===== src/rtl/uart_mmio_bridge.sv =====
// Memory-mapped UART front end: CPU stores feed a TX FIFO drained into the serializer,
// received bytes are queued in an RX FIFO popped by CPU loads.
module uart_mmio_bridge #(
   parameter logic [31:0] BASE_ADDR  = 32'h0000_0400,
   parameter int          FIFO_DEPTH = 16,
   parameter int          PTR_W      = 4
) (
   input  logic        clk,
   input  logic        reset,
   input  logic [31:0] addr,
   input  logic [31:0] wdata,
   input  logic        mem_write,
   input  logic        mem_read,
   output logic [31:0] rdata,
   output logic        rd_sel,
   output logic        tx_start,
   output logic [7:0]  tx_byte,
   input  logic        tx_busy,
   input  logic        rx_valid,
   input  logic [7:0]  rx_byte,
   output logic        irq
);

   typedef enum logic [1:0] {IDLE, START, ACK, DRAIN} state_t;

   localparam logic [PTR_W:0] DEPTH_C = FIFO_DEPTH[PTR_W:0];

   logic [7:0]       tx_mem [FIFO_DEPTH];
   logic [7:0]       rx_mem [FIFO_DEPTH];
   logic [PTR_W-1:0] tx_head_reg, tx_tail_reg, rx_head_reg, rx_tail_reg;
   logic [PTR_W:0]   tx_count_reg, rx_count_reg;
   logic             rx_overrun_reg, tx_drop_reg;
   state_t           state_reg;
   logic             tx_start_reg;
   logic [7:0]       tx_byte_reg;

   logic       hit;
   logic [1:0] reg_idx;
   logic       wr_tx, wr_ctrl, rd_rx, flush, clear_sticky;
   logic       tx_full, tx_empty, rx_full, rx_empty;
   logic       tx_push, tx_pop, rx_push, rx_pop;
   logic       unused_bits;

   // Word-aligned decode; the byte offset within a word is ignored.
   assign hit     = (addr[31:4] == BASE_ADDR[31:4]);
   assign reg_idx = addr[3:2];
   assign unused_bits = &{1'b0, addr[1:0], wdata[31:8]};

   assign rd_sel       = mem_read & hit & reset;
   assign wr_tx        = mem_write & hit & (reg_idx == 2'd0);
   assign wr_ctrl      = mem_write & hit & (reg_idx == 2'd3);
   assign rd_rx        = rd_sel & (reg_idx == 2'd1);
   assign flush        = wr_ctrl & wdata[1];
   assign clear_sticky = wr_ctrl & wdata[0];

   assign tx_full  = (tx_count_reg == DEPTH_C);
   assign tx_empty = (tx_count_reg == '0);
   assign rx_full  = (rx_count_reg == DEPTH_C);
   assign rx_empty = (rx_count_reg == '0);

   assign tx_push = wr_tx & ~tx_full;
   assign tx_pop  = (state_reg == IDLE) & ~tx_empty & ~tx_busy;
   assign rx_push = rx_valid & ~rx_full;
   assign rx_pop  = rd_rx & ~rx_empty;

   assign tx_start = tx_start_reg;
   assign tx_byte  = tx_byte_reg;
   assign irq      = ~rx_empty | rx_overrun_reg;

   always_comb begin
      rdata = '0;
      if (rd_sel) begin
         case (reg_idx)
            2'd1: if (!rx_empty) rdata = {24'h0, rx_mem[rx_head_reg]};
            2'd2: rdata = {25'h0, tx_drop_reg, (state_reg != IDLE), rx_overrun_reg,
                           rx_full, rx_empty, tx_empty, tx_full};
            default: rdata = '0;
         endcase
      end
   end

   always_ff @(posedge clk) begin
      if (tx_push && !flush) tx_mem[tx_tail_reg] <= wdata[7:0];
      if (rx_push && !flush) rx_mem[rx_tail_reg] <= rx_byte;
   end

   // Flush overrides any push or pop landing on the same edge.
   always_ff @(posedge clk or negedge reset) begin
      if (!reset) begin
         tx_head_reg  <= '0;
         tx_tail_reg  <= '0;
         tx_count_reg <= '0;
         rx_head_reg  <= '0;
         rx_tail_reg  <= '0;
         rx_count_reg <= '0;
      end else if (flush) begin
         tx_head_reg  <= '0;
         tx_tail_reg  <= '0;
         tx_count_reg <= '0;
         rx_head_reg  <= '0;
         rx_tail_reg  <= '0;
         rx_count_reg <= '0;
      end else begin
         if (tx_push) tx_tail_reg <= tx_tail_reg + 1'b1;
         if (tx_pop)  tx_head_reg <= tx_head_reg + 1'b1;
         if (tx_push && !tx_pop)      tx_count_reg <= tx_count_reg + 1'b1;
         else if (!tx_push && tx_pop) tx_count_reg <= tx_count_reg - 1'b1;
         if (rx_push) rx_tail_reg <= rx_tail_reg + 1'b1;
         if (rx_pop)  rx_head_reg <= rx_head_reg + 1'b1;
         if (rx_push && !rx_pop)      rx_count_reg <= rx_count_reg + 1'b1;
         else if (!rx_push && rx_pop) rx_count_reg <= rx_count_reg - 1'b1;
      end
   end

   always_ff @(posedge clk or negedge reset) begin
      if (!reset) begin
         tx_drop_reg    <= 1'b0;
         rx_overrun_reg <= 1'b0;
      end else begin
         tx_drop_reg    <= (tx_drop_reg & ~clear_sticky) | (wr_tx & tx_full);
         rx_overrun_reg <= (rx_overrun_reg & ~clear_sticky) | (rx_valid & rx_full);
      end
   end

   // A flush never aborts the byte already handed to the serializer.
   always_ff @(posedge clk or negedge reset) begin
      if (!reset) begin
         state_reg    <= IDLE;
         tx_start_reg <= 1'b0;
         tx_byte_reg  <= 8'h00;
      end else begin
         case (state_reg)
            IDLE: begin
               tx_start_reg <= 1'b0;
               if (tx_pop && !flush) begin
                  tx_byte_reg  <= tx_mem[tx_head_reg];
                  tx_start_reg <= 1'b1;
                  state_reg    <= START;
               end
            end
            START: begin
               tx_start_reg <= 1'b0;
               state_reg    <= ACK;
            end
            ACK: if (tx_busy) state_reg <= DRAIN;
            DRAIN: if (!tx_busy) state_reg <= IDLE;
            default: state_reg <= IDLE;
         endcase
      end
   end

endmodule

===== config.mk =====
export PLATFORM = sky130hd
export DESIGN_NAME = uart_mmio_bridge
export DESIGN_NICKNAME = d
export VERILOG_FILES = /design/src/rtl/uart_mmio_bridge.sv
export SDC_FILE = /design/constraint.sdc
export NUM_CORES = 1
export LEC_CHECK = 0
export BUFFER_PORTS_ARGS = -buffer_cell sky130_fd_sc_hd__buf_2
export CAP_MARGIN = 20
export CORE_MARGIN = 1.5
export CORE_UTILIZATION = 50
export DETAILED_ROUTE_END_ITERATION = 12
export GPL_TIMING_DRIVEN = 1
export PLACE_DENSITY = 0.69
export SYNTH_ARGS = -nofsm -noshare
export SYNTH_HDL_FRONTEND = slang
export SYNTH_SLANG_ARGS = --single-unit

===== constraint.sdc =====
create_clock -name clk -period 7.9 [get_ports clk]
set_input_delay 1.58 -clock clk [delete_from_list [all_inputs] [get_ports clk]]
set_output_delay 1.58 -clock clk [all_outputs]
set_load 0.01 [all_outputs]

**After elaboration in Yosys (flattened, before gate mapping)**

Memories as Yosys holds them, arrays and structs flattened. A register that Yosys moved wholly into a read port is not among the register bits.
Cells that the tools add are included.

- Register bits after elaboration: 31
- RAM bits: 256
- Input port bits: 78
- Output and inout bits: 43
- Word-level logic and storage cells: 112
- Memories: 2

- $add $sub $neg: 8
- Equal/unequal tests: 12
- Muxes and demuxes: 27
- Bitwise gates (word level): 26
- Reduce and logical (&&, ||, !) cells: 27

Memories:

| memory | words | bits a word | read ports | clocked after memory_dff | write ports | RTL line | text |
|---|---|---|---|---|---|---|---|
| rx_mem | 16 | 8 | 1 | 0 | 1 | 29 | `logic [7:0] rx_mem [FIFO_DEPTH];` |
| tx_mem | 16 | 8 | 1 | 1 | 1 | 28 | `logic [7:0] tx_mem [FIFO_DEPTH];` |

Operators by type and width:

| operator | count |
|---|---|
| $pmux 32 s2 | 1 |
| $mux 32 | 1 |
| $mux 4 | 8 |
| $mux 5 | 6 |
| $eq 28x7->1 const B | 1 |
| $and 1x1->1 | 17 |
| $add 4x1->4 const B | 4 |
| $reduce_bool 2->1 | 6 |
| $add 5x1->5 const B | 2 |
| $eq 5x5->1 const B | 2 |
| $logic_not 5->1 | 2 |
| $sub 5x1->5 const B | 2 |
| $eq 2x2->1 const B | 4 |
| $mux 8 | 1 |
| $pmux 2 s4 | 1 |
| $logic_and 1x1->1 | 7 |
| $logic_not 1->1 | 6 |
| $mux 2 | 3 |
| $not 1->1 | 6 |
| $reduce_bool 3->1 | 2 |
| $mux 1 | 5 |
| $eq 2x1->1 const B | 2 |
| $logic_not 2->1 | 2 |
| $ne 2x2->1 const B | 2 |
| 5 further kinds | 7 |

**Longest topological paths before layout**

- Word-level depth: 9
- Gate-level depth with buffers: 12
- Gate-level depth less buffers: 12

**Least setup slack after synthesis**

OpenSTA, ideal clock, no wires.

- Kind: input -> output
- From: in addr[14]
- To: out rdata[1]
- Arrival: 3.059 ns
- Data required time: 6.320 ns
- Path slack: 3.261 ns
- Stages: 5
- Path buffers: 0
- Cells stage by stage: nor4_2 nand4_4 nor2_1 nand3_1 o32ai_1

- Cells in the longest elaborated chain, start to end: 4

RTL lines:

| element | RTL line | text |
|---|---|---|
| start: declaration | 10 | `input logic [31:0] addr,` |
| $eq 28x7->1 | 45 | `assign hit = (addr[31:4] == BASE_ADDR[31:4]);` |
| $and 1x1->1 (2 in a row) | 49 | `assign rd_sel = mem_read & hit & reset;` |
| $mux 32 | 72 | `if (rd_sel) begin` |
| end: declaration | 14 | `output logic [31:0] rdata,` |

No other way between the ends.

**Worst setup path in the final report**

- From: in addr[13]
- To: out rdata[1]

Same word-level chain as after synthesis.

==> impl_metrics.csv <==
group,metric,value,unit
floorplanning,initial_utilization,50.8,%
synthesis,ys.flop_type,"edfxtp_1",
synthesis,synth-seq-cells,295,
placement,placement.io_buffers,70,
clocking,ctsResizeCount,0,
clocking,htreeDepth,1,
clocking,insertion_delay,560,ps
synthesis,synth.cell_area,12800,um^2
layout,nFillCells,1867,
global_route,track_usage,19.2,%
power,ir_drop,0.168,mV
placement,dp_cells,1067,
clocking,cts_sinks,295,
global_route,grt_max_degree,43,
synthesis,syn_inst,688,
power,p_leak,5.02,nW
floorplanning,die_h,163,um
sta,final.setup.tns,0,ps
worst_setup_path,critPathKind,"primary input to output pin",
synthesis,ys_async_sr_fraction,13.2,%
synthesis,yosys_warnings,0,
power,p_per_area,251,nW/um^2
global_route,first_global_vias,6565,
synthesis,ys_types,57,
sta,hold_viol_final,0,
synthesis,yosysMostFrequentCell,"edfxtp_1",
clocking,path_clk_slew,60,ps
floorplanning,die_x,163,um
detailed_routing,wl_per_cell,22.1,um
detailed_routing,drtIter0Drc,509,
synthesis,synth.top_cell.area_share,60.0,%
floorplanning,design.die.area,26600,um^2
global_route,antenna_found_initial,1,
detailed_routing,ant_nets,0,
clocking,cts_hold_buf,0,
clocking,root_buffer,"clkbuf_16",
sta,rsz0062_at_grt,"no",
synthesis,yosys-top-cells-count,"edfxtp_1 (256), mux4_2 (59), dfrtp_1 (39)",
global_route,grt_overflow,0,
placement,dpl_worst_slack,2620,ps
detailed_routing,dr_total_vias,6488,
sta,final_max_slew_viol_count,0,
layout,syn_to_final_growth,11.5,%
sta,maxSlewHeadroom,29.7,%
detailed_routing,drt-total-wl,24800,um
synthesis,yosys-top-cells-area,"edfxtp_1 (60%), mux4_2 (10%), dfrtp_1 (7.6%), mux4_1 (4.3%), ha_1 (2.4%)",
hold_path,min_path_type,"register to register",
synthesis,synth_top_area_cell,"edfxtp_1",
clocking,cts_tree,"built",
worst_setup_path,critPathRequiredTime,6320,ps
worst_setup_path,critPathArrivalTime,3730,ps
sta,fin_crit_sh,67.2,%
worst_setup_path,endpoint_kind,"output pin",
sta,worst_slack,2590,ps
worst_setup_path,cp_max_fo,7,
floorplanning,core_area,25200,um^2
power,total_power,3.59,mW
placement,gp_congestion,0.774,
layout,layout.nets,873,
floorplanning,io_pins,121,
worst_setup_path,r2r_slack,4600,ps
placement,post-dp-hpwl,16400,um
sta,period_minus_slack,5310,ps
layout,final_layout_size_suffix_gt1_share,25.2,%
detailed_routing,viasPerCell,5.79,
layout,multi_input_area,3760,um^2
sta,tightest_slew,1050,ps
layout,regArea,8670,um^2
detailed_routing,drt_pass1_iterations,5,
clocking,postCtsSetupBuffers,0,
clocking,clock_path_buffers,3,
layout,n_antenna_cell,0,
worst_setup_path,crit_path_start_kind,"primary input",
sta,timing.fmax,188,MHz
layout,stdcell_count,1121,
synthesis,synth-edff-count,256,
detailed_routing,remaining_drc_errors,0,
synthesis,ys_seq_area_share,67.7,%
job,max-cap-violations,0,
outcome,status,"complete, no violations",
sta,fin_worst_skew,32.8,ps
clocking,numCtsBuffers,29,
sta,setup_viol,0,
global_route,grt_pass1_wl,38200,um
floorplanning,rows,58,
synthesis,synth_area_per_cell,18.6,um^2
layout make-up:
cell class / count / area share (%)
multi-input cells: 338 / 26.4
flip-flops and latches: 295 / 60.7
inverters: 30 / 0.789
well taps: 330 / 2.89
clock buffers: 39 / 5.49
repair buffers: 74 / 2.81
clock inverters: 15 / 0.921
layout by cell type, fill, tap and decap left out, types with 10 or more instances in the layout:
cell         n
mux4_2      59
nand2_1     24
dfrtp_1     37
edfxtp_1   256
mux4_1      21
ha_1        25
and2_1      25
a21oi_1     14
clkbuf_16   29
nand3_1     12
nor2_1      23
buf_2       70
mux2i_1     10
inv_1       29
conb_1      24
worst max-delay path, stage by stage:
cell,delay [ps]
buf_2,100
nor4_2,430
nand4_4,270
nor2_1,390
nand3_1,330
o32ai_1,420
buf_2,210
worst paths after layout:
| path | startpoint | end | depth (start not counted) |
|---|---|---|---|
| worst max register to register | rx_count_reg[1] | rx_count_reg[4] | 10 |
| worst min register to register | rx_overrun_reg | rx_overrun_reg | 1 |
| max in group asynchronous | reset | rx_head_reg[0] | 2 |
| worst max-delay path | addr[13] | rdata[1] | 7 |
| min in group asynchronous | reset | tx_head_reg[0] | 2 |
| worst min-delay path | rx_overrun_reg | rx_overrun_reg | 1 |
layer usage:
metal | GRT usage, % | vias to the layer above | share of wire, %
li1 | - | 2872 | -
met1 | 27.8 | 3364 | 44
met2 | 30.8 | 208 | 48
met3 | 3.10 | 42 | 5.2
met4 | 4.80 | 2 | 1.9
met5 | 0 | - | 0.028
per-stage QoR:
step           cell area, um^2  util (%)  hold slack [ps]
6_report                 14300      56.7              494
5_1_grt                  14300      56.7              540
4_1_cts                  14300      56.7              497
3_5_place_dp             13400      53.0              483
3_3_place_gp             13300      52.9              477
2_1_floorplan            12900         -              466
cells by family after synthesis:
logic type | synth area share (%)
AOI/OAI and AO/OA | 2.21
xor gates and xnor gates | 1.17
adders and majority gates | 2.76
buffers and inverters | 3.60
DFF | 67.7
muxes | 16.4
other | 0.0293
and+or+nand+nor | 6.16
power by group:
group	switching, mW	internal (mW)	leakage, nW	total (mW)
Clock	0.565	0.760	0.442	1.33
Combinational	0.226	0.160	1.76	0.386
Sequential	0.0658	1.81	2.82	1.88
Total	0.857	2.73	5.02	3.59
Power figures use the tool's default switching activity.
